--- config.mk ---
export PLATFORM = sky130hd
export DESIGN_NAME = johnson_decoder
export DESIGN_NICKNAME = d
export VERILOG_FILES = /design/src/rtl/johnson_pkg.sv /design/src/rtl/johnson_word_decode.sv /design/src/rtl/johnson_decoder.sv
export SDC_FILE = /design/constraint.sdc
export NUM_CORES = 1
export LEC_CHECK = 0
export CAP_MARGIN = 5
export CELL_PAD_IN_SITES_DETAIL_PLACEMENT = 1
export CELL_PAD_IN_SITES_GLOBAL_PLACEMENT = 1
export CORE_MARGIN = 2
export CORE_UTILIZATION = 41
export DETAILED_ROUTE_END_ITERATION = 7
export GPL_TIMING_DRIVEN = 1
export PLACE_DENSITY = 0.78
export SLEW_MARGIN = 20
export SYNTH_ARGS = -nofsm -noshare
export SYNTH_HDL_FRONTEND = slang
export SYNTH_HIERARCHICAL = 1
export SYNTH_SLANG_ARGS = --single-unit
--- constraint.sdc ---
create_clock -name clk -period 2.8 [get_ports clk]
set_input_delay 0.28 -clock clk [delete_from_list [all_inputs] [get_ports clk]]
set_output_delay 0.28 -clock clk [all_outputs]
set_load 0.02 [all_outputs]
--- src/rtl/johnson_pkg.sv ---
// Shared definitions for Johnson-code decoding: FSM states plus the legality
// and index functions used by the decoder and by the counter's checker.
package johnson_pkg;

  typedef enum logic [1:0] {
    UNLOCKED,
    ACQUIRE,
    LOCKED
  } state_t;

  // Widest code word the helper functions accept; narrower words are zero-extended.
  localparam int MAX_N = 32;

  function automatic int ones(input logic [MAX_N-1:0] w);
    int k;
    k = 0;
    for (int i = 0; i < MAX_N; i++) begin
      k += int'(w[i]);
    end
    return k;
  endfunction

  function automatic logic johnson_legal(input logic [MAX_N-1:0] w, input int n);
    int k;
    logic [MAX_N-1:0] low_run;
    logic [MAX_N-1:0] high_run;
    k        = ones(w);
    low_run  = '0;
    high_run = '0;
    for (int i = 0; i < MAX_N; i++) begin
      if (i < k) low_run[i] = 1'b1;
      if ((i < n) && (i >= n - k)) high_run[i] = 1'b1;
    end
    if (k == 0) return 1'b1;
    if (w[n-1]) return (w == high_run);
    if (w[0]) return (w == low_run);
    return 1'b0;
  endfunction

  // Only meaningful for legal words; the filling half counts up, the draining half counts on from n.
  function automatic int johnson_index(input logic [MAX_N-1:0] w, input int n);
    int k;
    k = ones(w);
    if (k == 0) return 0;
    if (w[n-1]) return k;
    return 2 * n - k;
  endfunction

endpackage

--- src/rtl/johnson_word_decode.sv ---
// Combinational legality check and index decode of one Johnson code word.
module johnson_word_decode #(
  parameter int N = 4,
  localparam int IW = $clog2(2 * N)
) (
  input  logic [N-1:0]  code,
  output logic          legal,
  output logic [IW-1:0] idx
);
  import johnson_pkg::*;

  logic [MAX_N-1:0] word;

  assign word  = MAX_N'(code);
  assign legal = johnson_legal(word, N);
  assign idx   = IW'(johnson_index(word, N));

endmodule

--- src/rtl/johnson_decoder.sv ---
// Decodes a sampled Johnson code stream to a count index, checks successor
// order, tracks lock status and keeps a saturating error tally.
module johnson_decoder #(
  parameter int N = 4,
  parameter int LOCK_CNT = 2,
  localparam int IW = $clog2(2 * N)
) (
  input  logic          clk,
  input  logic          rst_n,
  input  logic [N-1:0]  code_in,
  input  logic          code_vld,
  input  logic          err_clr,
  output logic [IW-1:0] count,
  output logic          count_vld,
  output logic          illegal,
  output logic          seq_err,
  output logic          locked,
  output logic [7:0]    err_cnt
);
  import johnson_pkg::*;

  localparam logic [IW-1:0] LAST_IDX = IW'(2 * N - 1);

  state_t        state, state_next;
  logic [3:0]    run, run_next;
  logic          legal;
  logic [IW-1:0] idx;
  logic [IW-1:0] succ_idx;
  logic          is_succ;
  logic          bad_word;
  logic          seq_fault;

  johnson_word_decode #(.N(N)) u_word_decode (
    .code  (code_in),
    .legal (legal),
    .idx   (idx)
  );

  // count doubles as the previous-index register: both load on every legal sample.
  assign succ_idx = (count == LAST_IDX) ? '0 : count + 1'b1;
  assign is_succ  = (idx == succ_idx);
  assign locked   = (state == LOCKED);

  always_comb begin
    state_next = state;
    run_next   = run;
    bad_word   = 1'b0;
    seq_fault  = 1'b0;
    if (code_vld) begin
      if (!legal) begin
        bad_word   = 1'b1;
        state_next = UNLOCKED;
        run_next   = '0;
      end else begin
        case (state)
          UNLOCKED: begin
            state_next = ACQUIRE;
            run_next   = '0;
          end
          ACQUIRE: begin
            if (is_succ) begin
              run_next = run + 4'd1;
              if (run_next == 4'(LOCK_CNT)) state_next = LOCKED;
            end else begin
              run_next = '0;
            end
          end
          LOCKED: begin
            if (!is_succ) begin
              seq_fault  = 1'b1;
              state_next = UNLOCKED;
              run_next   = '0;
            end
          end
          default: begin
            state_next = UNLOCKED;
            run_next   = '0;
          end
        endcase
      end
    end
  end

  always_ff @(posedge clk or negedge rst_n) begin
    if (!rst_n) begin
      state <= UNLOCKED;
      run   <= '0;
    end else begin
      state <= state_next;
      run   <= run_next;
    end
  end

  // err_clr wins over a simultaneous error so software always sees a clean zero.
  always_ff @(posedge clk or negedge rst_n) begin
    if (!rst_n) begin
      count     <= '0;
      count_vld <= 1'b0;
      illegal   <= 1'b0;
      seq_err   <= 1'b0;
      err_cnt   <= '0;
    end else begin
      count_vld <= code_vld & legal;
      illegal   <= bad_word;
      seq_err   <= seq_fault;
      if (code_vld && legal) count <= idx;
      if (err_clr) begin
        err_cnt <= '0;
      end else if ((bad_word || seq_fault) && (err_cnt != 8'hFF)) begin
        err_cnt <= err_cnt + 8'd1;
      end
    end
  end

endmodule

==> results.json <==
{
  "slew-limit-headroom_pct": 35.7,
  "power.internal_uw": 921,
  "drt_iter0_drc": 67,
  "dp_worst_setup_slack_ps": -1380,
  "num_rows": 21,
  "slew_viol_final": 0,
  "cts_tree": "done",
  "cp_cell_sequence": "buf_6 -> fa_2 -> ha_4 -> fa_2 -> xnor2_1 -> o41ai_2 -> a31oi_2 -> o311ai_4 -> nand2b_4 -> o2111a_2 -> buf_6 -> buf_4 -> or4_1 -> a21oi_1",
  "io_pins": 23,
  "crit_path_start_kind": "input pin",
  "synthToLayoutAreaGrowth_pct": 61.2,
  "gp_congestion": 0.793,
  "worstMarginPinSlew_ps": 961,
  "synthTopCellsByArea": "dfrtp_1, ha_1, mux2_2, inv_1, nand2b_1",
  "placement.io_buffers": 22,
  "post_drt_wl_per_cell_um": 23.9,
  "highest_layer": "met4",
  "post-layout-total-power_mw": 1.56,
  "core_mm2": 0.00342,
  "max-clock-path-buffers": 2,
  "htreeDepth": 1,
  "drive_above_1_share_pct": 40.2,
  "crit_type": "in -> reg",
  "hold_ws_ps": 463,
  "crit_family": "adder cells",
  "setup_ws_ps": -781,
  "max_freq_ghz": 0.279,
  "status": "finished, violations left",
  "route.met3.wl_um": 191,
  "synth_top_area_share_pct": 33.7,
  "synth.largest_area_cell": "dfrtp_1",
  "grt_pass1_wl_um": 8380,
  "dp.cells": 240,
  "drv_cap": 0,
  "final_cell_count_no_fill": 260,
  "dieArea_mm2": 0.00412,
  "vias_per_cell": 5.79,
  "met2_length_um": 3330,
  "wirelength_um": 6210,
  "critical_path_required_ps": 3060,
  "powerDensity_mw_per_mm2": 651,
  "swShare_pct": 41.0,
  "ys_seq_elements": 20,
  "finalSetupViolCount": 20,
  "first_pass_iters": 4,
  "syn_inst": 151,
  "yosysWarnings": 6,
  "critPathBufInv": 3,
  "violations": "setup timing",
  "cts_root_buffer": "clkbuf_4",
  "fin_nets": 240,
  "clock_power_share_pct": 16.3,
  "cp.arrival_ps": 3850,
  "grt_max_degree": 21,
  "synth_area_mm2": 0.00149,
  "cts_hold_buf": 0,
  "fp.dieH_um": 64.2,
  "remaining_drc_errors": 0,
  "clock-sinks": 20,
  "syn-num-nets": 176,
  "power.share.combinational_pct": 59.8,
  "fin_skew_ps": 13.5,
  "hold_viol": 0,
  "fin_crit_sh_pct": 128,
  "min_period_ps": 3580,
  "path_clk_slew_ps": 140,
  "grt_pass1_vias": 1626,
  "clk_latency_ps": 330,
  "die_w_um": 64.2,
  "num_antenna_cells": 0,
  "rsz0062_at_grt": "true",
  "crit_fanout": 5,
  "dpl.hpwl_um": 3230,
  "synth_ff_type": "dfrtp_1",
  "ir_drop_mv": 0.346,
  "p_leak_nw": 1.07,
  "critical_path.max_stage_delay_ps": 630,
  "wl_met1_um": 2450,
  "ys_seq_area_share_pct": 33.7,
  "start_util_pct": 43.5,
  "worstHoldPathType": "in -> async",
  "seqPwrFrac_pct": 23.9,
  "power.switching_uw": 639,
  "slowest_stage": "fa_2",
  "avgSynthCellArea_um2": 9.84,
  "num_vias": 1506,
  "yosys.cell_types.count": 45,
  "synth-edff-count": 0,
  "grt_usage_pct": 27.0,
  "antenna_found_initial": 0,
  "overflow": 0,
  "ant_nets": 0,
  "cts_buffers": 3,
  "synth-async-reset-ratio_pct": 100,
  "end_kind": "register"
}
## through the flow
stage / util, % / area, µm² / setup TNS [ps]
after floorplan: - / 1580 / -6780
after global placement: 58.9 / 2010 / -19550
after detailed placement: 58.9 / 2010 / -23940
after CTS: 64.2 / 2190 / -10060
after global routing: 70.1 / 2390 / -13820
final: 70.1 / 2390 / -12650
## cell usage after synthesis (2+ instances only)
cell type / number
mux2_2: 7
or4_1: 4
o31ai_1: 3
nand2b_1: 7
inv_1: 15
ha_1: 15
nor2b_1: 3
nor3_1: 2
a21oi_1: 5
dfrtp_1: 20
nand2_1: 6
a22o_1: 2
xnor2_1: 4
o21ai_0: 5
nand3_1: 6
nor3b_1: 4
nor4_1: 3
xor2_1: 3
fa_1: 2
mux2i_1: 3
nor2_1: 8
## final timing paths
kind,from,to,slack [ps],cells after the start
max reg2reg,count[0],err_cnt[4],330,8
max,code_in[0],err_cnt[4],-780,14
min,rst_n,run[3],460,1
min in group clk,count[1],count[1],560,1
max in group asynchronous,rst_n,err_cnt[7],1740,1
min reg2reg,count[1],count[1],560,1
## worst reg2reg max path: stages, from the launching register on
cell,delay (ps)
dfrtp_1,470
ha_1,230
ha_1,210
o21ba_1,230
o2111a_2,300
buf_6,150
buf_4,150
or4_1,530
a21oi_1,160
## sequential cells by signal, indices dropped and copies added, names as in the netlist
register and flops:
err_cnt 8, run 4, count 3, state 2, count_vld 1, illegal 1, seq_err 1
## kinds of logic after synthesis
logic type | Yosys count | share of synthesized area, %
xor gates and xnor gates | 7 | 4.13
and+or+nand+nor | 50 | 19.8
DFF | 20 | 33.7
adders and majority gates | 17 | 15.3
AOI/OAI and AO/OA | 29 | 14.6
buffers and inverters | 18 | 5.14
muxes | 10 | 7.33
## power groups by stage
stage / sequential [mW] / clock (mW) / combinational (mW)
3_3_place_gp: 0.368 / 0 / 0.598
5_1_grt: 0.381 / 0.271 / 0.970
4_1_cts: 0.367 / 0.245 / 0.725
3_5_place_dp: 0.372 / 0 / 0.630
6_report: 0.373 / 0.254 / 0.932
2_1_floorplan: 0.406 / 0 / 0.333
## layer usage
layer,vias up,GRT usage [%]
met5,-,0
met4,0,13.0
met3,21,4.75
met2,48,51.3
met1,765,28.2
li1,672,-
## cell type report
| class | instances | area, µm² |
|---|---|---|
| Clock inverter | 1 | 30.0 |
| Multi-Input combinational cell | 113 | 1170 |
| Tap cell | 46 | 57.6 |
| Inverter | 15 | 63.8 |
| Sequential cell | 20 | 500 |
| Fill cell | 354 | 1020 |
| Clock buffer | 3 | 22.5 |
| Timing Repair Buffer | 62 | 553 |
## placed cells by master, fill, tap and decap left out, types with 2 or more instances in the layout
cell type,n
mux2_4,2
clkbuf_4,3
buf_6,12
mux2i_1,3
ha_1,11
nor4_2,2
nor3b_1,3
buf_4,29
clkdlybuf4s50_1,19
xnor2_1,4
a22o_1,2
inv_2,2
nand2b_1,6
o31ai_1,2
nand3_1,6
buf_2,2
nor2_1,8
dfrtp_1,20
xor2_1,3
ha_4,4
mux2_2,5
a21oi_2,2
inv_1,11
fa_2,2
nand2_1,4
nor4b_4,2
a21oi_1,3
or4_1,3
o21ai_1,2
nor2b_1,3
o21ai_0,3
## repair_timing
action / CTS / global route
resized for setup: 29 / 33
buffers inserted: 8 / 9
pin swaps: 11 / 10
cloned: 1 / 0
setup endpoints to repair: 20 / 20
No activity file was read; power rests on OpenSTA's default activity.
